## src/rtl/tnn_byte_packer.sv

```systemverilog
`default_nettype none
// ============================================================================
// Module      : tnn_byte_packer
// Description : Packs compressed ternary bytes little-endian into words and
//               queues them in a small registered FIFO with byte enables.
// Revision    : 1.0 - initial release
// ============================================================================
module tnn_byte_packer #(
    parameter int BYTE_WIDTH = 8,
    parameter int WORD_WIDTH = 32,
    parameter int FIFO_DEPTH = 2
) (
    input  logic                             clk_i,
    input  logic                             rst_ni,
    input  logic                             clear_i,
    input  logic [BYTE_WIDTH-1:0]            byte_i,
    input  logic                             byte_valid_i,
    output logic                             byte_ready_o,
    input  logic                             flush_i,
    output logic [WORD_WIDTH-1:0]            word_o,
    output logic [WORD_WIDTH/BYTE_WIDTH-1:0] be_o,
    output logic                             word_valid_o,
    input  logic                             word_ready_i,
    output logic                             overflow_o,
    output logic [15:0]                      word_count_o
);

    localparam int LANES = WORD_WIDTH / BYTE_WIDTH;
    localparam int IDX_W = (LANES > 1) ? $clog2(LANES) : 1;
    localparam int PTR_W = $clog2(FIFO_DEPTH);

    localparam logic [IDX_W-1:0] c_last_idx = IDX_W'(LANES - 1);
    localparam logic [IDX_W-1:0] c_idx_one  = IDX_W'(1);
    localparam logic [PTR_W:0]   c_ptr_one  = (PTR_W + 1)'(1);

    logic                  r_active;
    logic [IDX_W-1:0]      r_idx;
    logic [WORD_WIDTH-1:0] r_asm;
    logic [LANES-1:0]      r_be;
    logic                  r_flush_pend;
    logic                  r_overflow;
    logic [15:0]           r_word_count;
    logic [PTR_W:0]        r_wptr;
    logic [PTR_W:0]        r_rptr;
    logic [WORD_WIDTH-1:0] r_mem_word [FIFO_DEPTH];
    logic [LANES-1:0]      r_mem_be   [FIFO_DEPTH];

    logic                  w_empty;
    logic                  w_full;
    logic                  w_accept;
    logic                  w_pop;
    logic                  w_last;
    logic                  w_has_data;
    logic                  w_flush_req;
    logic                  w_partial;
    logic                  w_defer;
    logic                  w_push;
    logic [WORD_WIDTH-1:0] w_asm_next;
    logic [LANES-1:0]      w_be_next;

    // Extra wrap bit distinguishes full from empty when the index bits match.
    assign w_empty = (r_wptr == r_rptr);
    assign w_full  = (r_wptr[PTR_W] != r_rptr[PTR_W]) &&
                     (r_wptr[PTR_W-1:0] == r_rptr[PTR_W-1:0]);

    // Readiness is a function of registered state only, so the consumer's
    // ready never reaches the compressor enable combinationally.
    assign byte_ready_o = r_active & ~r_flush_pend & ((r_idx != c_last_idx) | ~w_full);

    assign w_accept = byte_valid_i & byte_ready_o;
    assign w_pop    = ~w_empty & word_ready_i;

    generate
        for (genvar g = 0; g < LANES; g++) begin : g_lane
            logic w_hit;
            assign w_hit = w_accept && (r_idx == IDX_W'(g));
            assign w_asm_next[g*BYTE_WIDTH +: BYTE_WIDTH] =
                w_hit ? byte_i : r_asm[g*BYTE_WIDTH +: BYTE_WIDTH];
            assign w_be_next[g] = w_hit | r_be[g];
        end
    endgenerate

    assign w_last      = w_accept && (r_idx == c_last_idx);
    assign w_has_data  = (r_idx != '0) || w_accept;
    // A flush that coincides with the last lane is absorbed by the full-word push.
    assign w_flush_req = flush_i & ~r_flush_pend & ~w_last & w_has_data;
    assign w_partial   = (w_flush_req | r_flush_pend) & ~w_full;
    assign w_defer     = w_flush_req & w_full;
    assign w_push      = w_last | w_partial;

    always_ff @(posedge clk_i or negedge rst_ni) begin
        if (!rst_ni) begin
            r_active     <= 1'b0;
            r_idx        <= '0;
            r_asm        <= '0;
            r_be         <= '0;
            r_flush_pend <= 1'b0;
            r_overflow   <= 1'b0;
            r_word_count <= '0;
        end else if (clear_i) begin
            r_active     <= 1'b1;
            r_idx        <= '0;
            r_asm        <= '0;
            r_be         <= '0;
            r_flush_pend <= 1'b0;
            r_overflow   <= 1'b0;
            r_word_count <= '0;
        end else begin
            r_active <= 1'b1;
            if (byte_valid_i && !byte_ready_o) begin
                r_overflow <= 1'b1;
            end
            if (w_push) begin
                r_idx <= '0;
                r_asm <= '0;
                r_be  <= '0;
            end else if (w_accept) begin
                r_idx <= r_idx + c_idx_one;
                r_asm <= w_asm_next;
                r_be  <= w_be_next;
            end
            if (w_partial) begin
                r_flush_pend <= 1'b0;
            end else if (w_defer) begin
                r_flush_pend <= 1'b1;
            end
            if (w_pop) begin
                r_word_count <= r_word_count + 16'd1;
            end
        end
    end

    always_ff @(posedge clk_i or negedge rst_ni) begin
        if (!rst_ni) begin
            r_wptr <= '0;
            r_rptr <= '0;
            for (int i = 0; i < FIFO_DEPTH; i++) begin
                r_mem_word[i] <= '0;
                r_mem_be[i]   <= '0;
            end
        end else if (clear_i) begin
            r_wptr <= '0;
            r_rptr <= '0;
        end else begin
            if (w_push) begin
                r_mem_word[r_wptr[PTR_W-1:0]] <= w_asm_next;
                r_mem_be[r_wptr[PTR_W-1:0]]   <= w_be_next;
                r_wptr                        <= r_wptr + c_ptr_one;
            end
            if (w_pop) begin
                r_rptr <= r_rptr + c_ptr_one;
            end
        end
    end

    assign word_o       = w_empty ? '0 : r_mem_word[r_rptr[PTR_W-1:0]];
    assign be_o         = w_empty ? '0 : r_mem_be[r_rptr[PTR_W-1:0]];
    assign word_valid_o = ~w_empty;
    assign overflow_o   = r_overflow;
    assign word_count_o = r_word_count;

endmodule
`default_nettype wire

```

## config.mk

```make
export PLATFORM = sky130hd
export DESIGN_NAME = tnn_byte_packer
export DESIGN_NICKNAME = d
export VERILOG_FILES = /design/src/rtl/tnn_byte_packer.sv
export SDC_FILE = /design/constraint.sdc
export NUM_CORES = 1
export LEC_CHECK = 0
export CORE_MARGIN = 3
export CORE_UTILIZATION = 35
export DETAILED_ROUTE_END_ITERATION = 10
export GPL_TIMING_DRIVEN = 0
export PLACE_DENSITY = 0.62
export RECOVER_POWER = 100
export SLEW_MARGIN = 20
export SYNTH_ARGS = -nofsm -noshare
export SYNTH_HDL_FRONTEND = slang
export SYNTH_SLANG_ARGS = --single-unit
```

## constraint.sdc

```tcl
create_clock -name clk_i -period 2.7 [get_ports clk_i]
set_input_delay 0.54 -clock clk_i [delete_from_list [all_inputs] [get_ports clk_i]]
set_output_delay 0.54 -clock clk_i [all_outputs]
set_load 0.05 [all_outputs]
```

==> results.yml, run 1 <==
outcome:
  outcome: "finished with violations"
  violations: "max-capacitance violations, max-slew violations"
critical_path:
  endpoint: "word_o[12]"
  worst-setup-path-type: "flop to output port"
  cp-end-kind: "output port"
  startpoint: "r_rptr[0]"
  crit_chain: "xor2_4 > nor2_4 > clkbuf_2 > nor2_1 > clkdlybuf4s18_2"
  cp.depth: 5
  crit_path_max_incr_delay_ps: 490
  r2r_cells: 7
  critical_path_required_ps: 2160
  cp.arrival_ps: 2080
  crit_fanout: 10
  cp_top_family: "buffers and inverters"
  timing.rr.start: "r_idx[0]"
  crit_slowest_cell: "dfrtp_2"
  cp-start-kind: "flop"
  crit_buf_inv: 2
  r2r_slack_ps: 150
  worstReg2RegEnd: "r_mem_word[46]"
logic_synthesis:
  syn_avg_cell_area_sq_um: 10.4
  synth_top_area_share: 0.546
  postSynthCellCount: 588
  yosysSeqAreaShare: 0.546
  syn_area_sq_um: 6090
  yosysUniqueCellTypes: 44
  synth_enable_flop_cells: 0
  ys_seq_elements: 133
  yosys_warnings: 0
  synth_nets: 607
  synth_flop_cell: "dfrtp_1"
  synth_top_cell_by_area: "dfrtp_1"
  synthArstFlopShare: 1.00
  yosys-top-cells-area: "dfrtp_1, mux2i_1, nor2_1"
sta:
  slew-limit-headroom: -0.475
  setup_viol: 0
  worst_pin_slew_ps: 2210
  fin_ws_ps: 82.0
  fin_crit_ps: 2620
  rsz0062_at_grt: "false"
  max_freq_mhz: 382
  skew_ps: 8.43
  hold_violations: 0
  timing.final.crit_share: 0.970
  slew_violations: 47
placement:
  gp_congestion: 0.789
  post-place-ws_ps: -651
  place_inst: 876
  numPortBuffers: 67
  hpwl_mm: 10.9
final_layout:
  layout_commonest_cell: "dfrtp_1"
  drive_gt1_frac: 0.132
  layout.nets: 693
  areaGrowthSynthToFinish_pct: 25.1
  fillers: 1631
  antenna_cells: 0
  final_cell_mix: "dfrtp_1, nor2_1, mux2i_1, nand2_1, a21oi_1"
  instances_no_fill: 907
grt:
  use_met1: 0.232
  grt_pass1_vias: 4884
  antenna_found_initial: 0
  grt_overflow: 0
  grt_util_met2: 0.280
  grt_max_degree: 88
  grt_use_met3: 0.0348
  grt_pass1_wl_mm: 25.6
  grt-busiest-layer: "met2"
  track_usage: 0.174
die:
  io_pins: 69
  rows: 47
  die-area_sq_um: 19000
  initial_core_util: 0.362
  dieWidth_um: 138
  core_sq_um: 16800
  die_h_um: 138
power:
  p_leak_nw: 3.55
  powerDensity_nw_per_um2: 907
  vdd_ir_drop_max_mv: 0.496
clock_network:
  clock_latency_ps: 420
  path_clk_slew_ps: 60
  cts_sinks: 133
  numCtsBuffers: 17
  hold_buffers: 0
  cts_tree: "done"
  cts-htree-levels: 4
  cts_max_path_buffers: 2
  ctsRootBufferMaster: "clkbuf_16"
routing:
  first_iter_violations: 469
  antenna_left: 0
  dr.pass1.iters: 5
  via_per_inst: 5.24
  route.vias.total: 4750
  wl_per_cell_um: 17.3
  routed_wl_mm: 15.7
  drc: 0
min_path:
  hp-start: "r_mem_word[21]"
  hold_class: "flop to flop"
run:
  timing.max_cap.violations: 1
-- synth_stat cells (all sizes together), types with 8 or more instances --
master	instances
buf	13
xor2	15
inv	8
nand3	10
dfrtp	133
nand2	43
and2	10
nor2	99
a32o	24
and3	8
mux2i	69
clkbuf	23
o21ai	44
a21oi	43
-- registers in the layout (all words and copies together) (netlist names) --
| signal | count |
|---|---|
| r_mem_word | 64 |
| r_asm | 32 |
| word_count_o | 16 |
| r_mem_be | 8 |
| r_be | 4 |
| r_idx | 2 |
| r_rptr | 2 |
| r_wptr | 2 |
| overflow_o | 1 |
| r_active | 1 |
| r_flush_pend | 1 |
-- layout make-up --
cell class	instances	area, sq um	share of cell area
buffer	34	173	0.0226
clock buffer	20	467	0.0612
clock inverter	12	175	0.0230
inverter	8	30.0	0.00394
multi-input combinational	412	2620	0.344
sequential	133	3330	0.437
tap	220	275	0.0361
timing repair buffer	68	552	0.0724
-- power breakdown --
group | internal [W] | switching [W] | total [W]
Sequential | 0.00230 | 0.000184 | 0.00248
Combinational | 0.000586 | 0.00137 | 0.00196
Clock | 0.00162 | 0.000863 | 0.00248
-- kinds of logic (layout without fill, tap and decap cells) --
| family | count (synthesis) | count (layout) | synth area share |
|---|---|---|---|
| AO/OA/AOI/OAI | 127 | 127 | 0.132 |
| XOR/XNOR | 19 | 19 | 0.0285 |
| adder cells (fa/ha/maj) | 5 | 5 | 0.0103 |
| buffers and inverters | 44 | 142 | 0.0312 |
| flip-flops | 133 | 133 | 0.546 |
| multiplexers | 69 | 69 | 0.113 |
| other | 1 | 1 | 0.000615 |
| AND/OR/NAND/NOR | 190 | 191 | 0.138 |
-- what timing repair did --
item,4_1_cts,5_1_grt
gates resized for setup,119,65
hold endpoints to repair,0,0
pin swaps,1,1
buffers inserted,0,0
setup endpoints to repair,38,39
gates cloned,1,0
-- worst min-delay path, stage by stage (launching register included) --
cell and delay [ps]:
dfrtp_1 340, nand2_1 50, o21ai_0 60
-- worst min path at each step --
stage / end / cells after the start
2_1_floorplan: overflow_o / 0
3_3_place_gp: r_mem_word[30] / 2
3_5_place_dp: word_count_o[11] / 1
4_1_cts: word_count_o[8] / 1
5_1_grt: r_asm[24] / 1
6_report: r_mem_word[21] / 2
-- metrics by stage --
| step | util | cell area [sq um] | hold slack, ps | total power [W] | TNS [ps] |
|---|---|---|---|---|---|
| final | 0.453 | 7620 | 481 | 0.00692 | 0 |
| after detailed placement | 0.420 | 7070 | 468 | 0.00459 | -31150 |
| after CTS | 0.464 | 7800 | 17.4 | 0.00707 | 0 |
| after floorplan | - | 6090 | 244 | 0.00391 | 0 |
| after global placement | 0.419 | 7040 | 463 | 0.00454 | -547580 |
| after global routing | 0.453 | 7620 | 496 | 0.00726 | 0 |
-- per-layer routing --
metal,vias to the layer above,share of wire
met4,0,0.019
met2,107,0.49
met1,2390,0.45
met5,-,0
met3,21,0.043
li1,2232,-
(Power assumes the default switching activity.)
==> run 2: changes to the inputs <==
==> constraint.sdc (replaced) <==
create_clock -name clk_i -period 2.7 [get_ports clk_i]
set_input_delay 0.675 -clock clk_i [delete_from_list [all_inputs] [get_ports clk_i]]
set_output_delay 0.675 -clock clk_i [all_outputs]
set_load 0.05 [all_outputs]
==> results.yml, run 2 (synthesis gave the netlist of run 1 again) <==
final_layout:
  final_util: 0.457
  largest_reg_flops: 64
  antenna_cells: 0
  layout.nets: 698
  areaGrowthSynthToFinish_pct: 26.1
  layout_commonest_cell: "dfrtp_1"
  top_register: "r_mem_word"
  drive_gt1_frac: 0.179
  final_cell_mix: "dfrtp_1, nor2_1, mux2i_1, nand2_1, a21oi_1"
routing:
  routed_wl_mm: 15.9
  first_iter_violations: 299
  wl_per_cell_um: 17.5
  route.vias.total: 4805
  drc: 0
  antenna_left: 0
  dr.pass1.iters: 5
  via_per_inst: 5.27
die:
  core_sq_um: 16800
  die-area_sq_um: 19000
  die_h_um: 138
  io_pins: 69
  rows: 47
  initial_core_util: 0.362
  dieWidth_um: 138
power:
  p_leak_nw: 3.53
  powerDensity_nw_per_um2: 876
  vdd_ir_drop_max_mv: 0.499
min_path:
  hold_class: "flop to flop"
  holdPathEnd: "r_mem_word[20]"
  min_path_cells: 2
  hp-start: "r_mem_word[20]"
sta:
  timing.final.crit_share: 0.992
  fin_crit_ps: 2680
  slew_violations: 76
  worst_pin_slew_ps: 1950
  setup_viol: 0
  slew-limit-headroom: -0.300
  hold_violations: 0
  rsz0062_at_grt: "true"
  setup_tns_ps: 0
  skew_ps: 8.60
  max_freq_mhz: 373
critical_path:
  r2r_cells: 8
  cp-start-kind: "input port"
  timing.critical_path.mode_cell: "a21oi_1"
  crit_buf_inv: 1
  crit_chain: "dlygate4sd3_1 > and3b_1 > a21oi_1 > a21oi_1 > o21ai_1 > a32o_1"
  crit_slowest_cell: "dlygate4sd3_1"
  worst-setup-path-type: "input port to flop"
  cp_top_family: "compound AO/OA/AOI/OAI gates"
  crit_fanout: 9
  cp-end-kind: "flop"
  critical_path_required_ps: 3000
  worstReg2RegEnd: "r_mem_word[10]"
  timing.rr.start: "r_idx[0]"
  r2r_slack_ps: 230
  crit_path_max_incr_delay_ps: 650
  cp.arrival_ps: 2980
clock_network:
  numCtsBuffers: 17
  hold_buffers: 0
  cts_max_path_buffers: 2
  ctsRootBufferMaster: "clkbuf_16"
  path_clk_slew_ps: 60
  cts_sinks: 133
  cts-htree-levels: 4
  cts_tree: "done"
  clock_latency_ps: 420
grt:
  grt_pass1_wl_mm: 25.8
  antenna_found_initial: 0
  grt_overflow: 0
  track_usage: 0.178
  grt_max_degree: 77
  grt_pass1_vias: 4947
placement:
  gp_congestion: 0.853
  hpwl_mm: 10.6
  numPortBuffers: 67
outcome:
  outcome: "finished with violations"
  violations: "max-capacitance violations, max-slew violations"
run:
  timing.max_cap.violations: 1
==> run 2: cell count changes in the layout (fill, tap and decap cells not counted), moves of 4 or more <==
cell	previous run	this run
o21ai_1	4	8
clkbuf_2	35	8
nor2_1	97	78
clkbuf_1	16	23
nor2_2	2	21
dlygate4sd2_1	6	0
buf_2	5	26
buf_4	2	15
o21ai_0	40	36
==> run 2: per-layer routing <==
metal,up-vias,track usage,wire length (um)
met4,0,0.0703,350
met1,2409,0.238,7290
li1,2241,-,-
met2,132,0.274,7360
met5,-,0,0
met3,23,0.0519,944
==> run 2: where the power goes <==
group,internal (W),total [W],switching (W)
clock network,0.00126,0.00209,0.000828
registers,0.00230,0.00248,0.000186
logic,0.000709,0.00216,0.00145
==> run 2: tightest hold or removal path, delay by kind of cell, from the launching register on <==
kind	cells	cell delay, ps
AND/OR/NAND/NOR	1	50
flip-flops	1	340
AO/OA/AOI/OAI	1	60
==> run 2: what timing repair did <==
item | in CTS | in global routing
cloned | 1 | 0
buffers inserted | 2 | 5
resized for setup | 179 | 57
pin swaps | 1 | 2
endpoints found under the setup margin | 38 | 90
==> run 2: worst max-delay path by stage <==
| stage | startpoint | end | cells after the start |
|---|---|---|---|
| 5_1_grt | byte_valid_i | r_mem_be[4] | 8 |
| 3_5_place_dp | r_rptr[0] | word_o[16] | 6 |
| 2_1_floorplan | r_wptr[0] | word_valid_o | 4 |
| 6_report | byte_valid_i | r_asm[9] | 6 |
| 3_3_place_gp | rst_ni | r_mem_word[20] | 1 |
| 4_1_cts | r_wptr[0] | word_o[21] | 5 |
==> run 2: cell type report <==
type	count	area (sq um)
clock buffer	23	448
inverter	8	30.0
fill	1650	9140
clock inverter	9	81.3
timing repair buffer	75	616
buffer	32	199
multi-input combinational	412	2700
sequential	133	3330
tap	220	275
==> run 2: per-stage QoR <==
stage | setup slack (ps) | cells | hold WS [ps] | cell area [sq um] | power, W
CTS | -14.8 | 909 | 258 | 7760 | 0.00682
floorplan | 173 | 588 | 379 | 6140 | 0.00397
global placement | -4080 | 875 | 462 | 7090 | 0.00461
detailed placement | -962 | 876 | 472 | 7120 | 0.00467
global route | -73.2 | 912 | 504 | 7680 | 0.00709
finish | 21.9 | 912 | 483 | 7680 | 0.00673
